<file path="config.mk">
export PLATFORM = sky130hd
export DESIGN_NAME = micro_seq
export DESIGN_NICKNAME = d
export VERILOG_FILES = /design/src/rtl/micro_seq.sv
export SDC_FILE = /design/constraint.sdc
export NUM_CORES = 1
export LEC_CHECK = 0
export ABC_AREA = 0
export CAP_MARGIN = 5
export CORE_UTILIZATION = 31
export CTS_BUF_LIST = sky130_fd_sc_hd__clkbuf_4 sky130_fd_sc_hd__clkbuf_8 sky130_fd_sc_hd__clkbuf_16
export DETAILED_ROUTE_END_ITERATION = 12
export PLACE_DENSITY_LB_ADDON = 0.25
export SETUP_SLACK_MARGIN = 0.1
export SLEW_MARGIN = 20
export SYNTH_ARGS = -nofsm -noshare
export SYNTH_HDL_FRONTEND = slang
export SYNTH_SLANG_ARGS = --single-unit
</file>
<file path="constraint.sdc">
create_clock -name clk -period 1.3 [get_ports clk]
set_input_delay 0.26 -clock clk [delete_from_list [all_inputs] [get_ports clk]]
set_output_delay 0.26 -clock clk [all_outputs]
set_load 0.01 [all_outputs]
</file>
<file path="src/rtl/micro_seq.sv">
// Microprogram sequencer: fetches micro-ops from a synchronous control store, hands them to
// p_test and loads the resolved next address into the micro-PC. Optional counter: MICRO_SEQ_CNT_EN.
module micro_seq #(
  parameter int unsigned              CTRL_W    = 20,
  parameter int unsigned              UADDR_W   = 6,
  parameter logic [UADDR_W-1:0]       HALT_ADDR = 6'h3F
) (
  input  logic                         clk,
  input  logic                         rst,
  input  logic                         start,
  input  logic [UADDR_W-1:0]           start_addr,
  input  logic                         stall,
  output logic                         rom_en,
  output logic [UADDR_W-1:0]           rom_addr,
  input  logic [CTRL_W+UADDR_W-1:0]    rom_data,
  output logic [CTRL_W+UADDR_W-1:0]    micro_op,
  output logic                         uop_valid,
  input  logic [CTRL_W+UADDR_W-1:0]    next_micro_op,
  output logic                         busy,
  output logic                         done,
  output logic [15:0]                  uop_count
);

  localparam int unsigned MICRO_W = CTRL_W + UADDR_W;

  typedef enum logic [2:0] {
    IDLE  = 3'd0,
    FETCH = 3'd1,
    LOAD  = 3'd2,
    EXEC  = 3'd3,
    TEST  = 3'd4
  } state_t;

  state_t               state;
  logic [UADDR_W-1:0]   upc;
  logic [MICRO_W-1:0]   uir;
  logic [UADDR_W-1:0]   next_addr;
  logic                 start_ok;
  logic                 unused_ctrl;

  // Only the resolved next-address field of p_test's output matters here.
  assign next_addr   = next_micro_op[UADDR_W-1:0];
  assign unused_ctrl = ^next_micro_op[MICRO_W-1:UADDR_W];
  assign start_ok    = (state == IDLE) && start;

  // micro_op mirrors uir in every state so p_test always registers a stable value.
  assign micro_op = uir;

  // done is valid in the TEST cycle itself, when p_test's registered result first appears.
  assign done = !rst && (state == TEST) && (next_addr == HALT_ADDR);

  // Sequencer FSM; rom_en/rom_addr/uop_valid/busy are registered against the next state.
  always_ff @(posedge clk) begin
    if (rst) begin
      state     <= IDLE;
      upc       <= '0;
      uir       <= '0;
      rom_en    <= 1'b0;
      rom_addr  <= '0;
      uop_valid <= 1'b0;
      busy      <= 1'b0;
    end else begin
      rom_en    <= 1'b0;
      uop_valid <= 1'b0;
      case (state)
        IDLE: begin
          if (start) begin
            upc      <= start_addr;
            rom_en   <= 1'b1;
            rom_addr <= start_addr;
            busy     <= 1'b1;
            state    <= FETCH;
          end
        end
        FETCH: begin
          state <= LOAD;
        end
        LOAD: begin
          uir       <= rom_data;
          uop_valid <= 1'b1;
          state     <= EXEC;
        end
        EXEC: begin
          if (stall) begin
            uop_valid <= 1'b1;
          end else begin
            state <= TEST;
          end
        end
        TEST: begin
          upc <= next_addr;
          if (next_addr == HALT_ADDR) begin
            busy  <= 1'b0;
            state <= IDLE;
          end else begin
            rom_en   <= 1'b1;
            rom_addr <= next_addr;
            state    <= FETCH;
          end
        end
        default: begin
          busy  <= 1'b0;
          state <= IDLE;
        end
      endcase
    end
  end

`ifdef MICRO_SEQ_CNT_EN
  logic [15:0] cnt_q;

  // Executed micro-op count: one per TEST, saturating, cleared by an accepted start.
  always_ff @(posedge clk) begin
    if (rst) begin
      cnt_q <= '0;
    end else if (start_ok) begin
      cnt_q <= '0;
    end else if ((state == TEST) && (cnt_q != 16'hFFFF)) begin
      cnt_q <= cnt_q + 16'(1);
    end
  end

  assign uop_count = cnt_q;
`else
  logic unused_start_ok;

  assign unused_start_ok = start_ok;
  assign uop_count       = 16'h0000;
`endif

endmodule
</file>
==> run_results.csv <==
group,metric,value,unit
outcome,status,"complete, but fails checks",
outcome,failed_checks,"setup timing",
job,cap_viol_max_count,0,
floorplanning,io_pins,114,
grt,grt_max_degree,27,
floorplanning,die_h,74.3,um
timing,hold_viol,0,
timing,fin_tns_setup,-358,ps
final_layout,fillers,476,
routing,postRouteAntennaNets,0,
timing,maxSlewViolCount,0,
grt,antenna_found_initial,0,
synthesis,synthTopCellsByArea,"dfxtp_1, nand2_1, a21oi_1",
power,p_per_area,1200,nW/um2
grt,grt_pass1_wl,6550,um
clocking,cts_buffer_depth,2,
clocking,path_clk_slew,80,ps
final_layout,antenna_cells,0,
floorplanning,core,4880,um2
timing,hold_ws,341,ps
power,seq_power_share,0.390,
clocking,worstSkewPairLatency,290,ps
placement,dp.cells,340,
final_layout,fin_util,0.575,
synthesis,synthCells,195,
floorplanning,fp.dieW,74.3,um
power,p_leak,0.00118,uW
routing,drtIter0Drc,52,
final_layout,layout-drive-gt1-share,0.234,
power,swShare,0.252,
worst_setup_path,crit_fanout,2,
min_path,min_path_type,"in2reg",
floorplanning,die-area,5520,um2
routing,vias,1574,
synthesis,synthDistinctLibCells,29,
synthesis,synth_top_area_share,0.470,
floorplanning,rows,25,
grt,overflow,0,
timing,timing.final.crit_period,1440,ps
placement,place_congestion,0.750,
grt,grt_pass1_vias,1395,
clocking,cts_buffers,5,
timing,final-setup-viol-count,8,
placement,io_buffers,77,
timing,clock_skew,4.10,ps
synthesis,yosysWarnings,0,
power,switchingPower,845,uW
timing,rsz0062_at_grt,"yes",
final_layout,fin_nets,352,
power,power.total,3350,uW
clocking,cts.sinks,38,
timing,finalCritPeriodShare,1.11,
routing,drc,0,
clocking,cts_tree,"built",
clocking,htree_num_levels,2,
worst_setup_path,cp-start-kind,"flop",
power,comb_power_share,0.239,
routing,first_pass_iters,3,
final_layout,instances_no_fill,358,
placement,place_hpwl,2760,um
power,intPower,2510,uW
synthesis,yosysTopAreaCell,"dfxtp_1",
worst_setup_path,cp.arrival,1180,ps
synthesis,synth.ff_latch_count,38,
grt,track_usage,0.157,
timing,fmax,692,MHz
routing,vias_per_cell,4.40,
timing,fin_ws,-145,ps
power,pwr-share-clk,0.371,
routing,routed_wl,4260,um
worst_setup_path,crit_type,"reg2out",
power,ir_worst_vdd,0.642,mV
synthesis,synth_area,1620,um2
clocking,root_buffer,"clkbuf_8",
synthesis,syn_area_per_cell,8.30,um2
worst_setup_path,required,1040,ps
final_layout,area_delta_synth_final,73.3,%
worst_setup_path,worstSetupEndpointType,"output pin",
routing,wl_per_cell,11.9,um
synthesis,ys_seq_area_frac,0.470,
floorplanning,initial_utilization,0.332,
[kinds of logic (layout without fill, tap and decap cells)]
logic type      count (synthesis)  after routing  synth area share
buf+inv                        29            110             0.124
other cells                     1             16           0.00232
flops                          38             38             0.470
compound gates                 40             40             0.150
simple gates                   81             81             0.216
mux                             6              6            0.0371
[area by class of cell]
class / instances / area, um2 / area share
clock buffer: 6 / 82.6 / 0.0294
clock inverter: 2 / 60.1 / 0.0214
multi-input combinational: 143 / 820 / 0.292
sequential: 38 / 763 / 0.272
tap: 67 / 83.8 / 0.0299
timing repair buffer: 102 / 996 / 0.355
[repair_timing]
action | 4_1_cts | 5_1_grt
buffers inserted | 6 | 1
pin swaps | 8 | 2
gates resized for setup | 85 | 20
hold buffers | 0 | 0
setup endpoints to repair | 72 | 47
gates cloned | 1 | 2
[per-layer routing]
layer	global-route usage	wire, um	up-vias
met4	0.0440	39	0
met2	0.244	1990	55
li1	-	-	807
met5	0	0	-
met1	0.204	1910	708
met3	0.0596	318	4
[synthesized netlist by cell type, drive strengths merged]
master	n
o21a	1
dfxtp	38
nand4	1
clkbuf	4
nand3	1
a21oi	30
and3	1
a211oi	6
mux2i	6
conb	1
nor4	1
a2111oi	2
nor2	4
o21ai	1
buf	25
nor2b	1
nor3	8
nand2	58
and2	2
nor3b	2
or2	2
[stage by stage]
step,setup slack (ps),area [um2]
3_3_place_gp,-891,2480
2_1_floorplan,67.5,1700
3_5_place_dp,-953,2480
6_report,-145,2810
5_1_grt,-220,2810
4_1_cts,-156,2710
[worst max-delay path: stages (launching register included)]
cell	delay (ps)
dfxtp_1	320
nor3b_2	220
nor3b_4	210
buf_2	150
[cells in the final DEF (no fill, tap or decap), drive strengths merged]
master,instances
buf,30
nor3,8
and2,2
a211oi,6
clkbuf,9
dlygate4sd2,24
o21a,1
and3,1
clkdlybuf4s15,10
nand3,1
nand2,58
nand4,1
nor2b,1
conb,16
o21ai,1
nor3b,2
clkdlybuf4s50,35
a21oi,30
a2111oi,2
or2,2
bufinv,2
mux2i,6
nor4,1
nor2,4
dfxtp,38
[flip-flops by register name, indices dropped and copies added (netlist names)]
register and count:
rom_addr 6, busy 1, state 3, uop_valid 1
micro_op 26, rom_en 1
[final timing paths]
check                   start           to  slack [ps]  cells after the start
min          next_micro_op[1]  rom_addr[1]         340                      3
min reg2reg       micro_op[0]  micro_op[0]         450                      2
max reg2reg          state[1]  rom_addr[5]         -50                      7
max                  state[1]         done        -140                      3
[power groups by stage]
stage | clock [uW] | combinational (uW) | sequential [uW]
3_3_place_gp | 0 | 720 | 1330
5_1_grt | 1330 | 874 | 1320
4_1_cts | 1270 | 745 | 1310
2_1_floorplan | 0 | 334 | 1380
3_5_place_dp | 0 | 723 | 1340
6_report | 1250 | 801 | 1310
No activity file was read; power rests on OpenSTA's default activity.
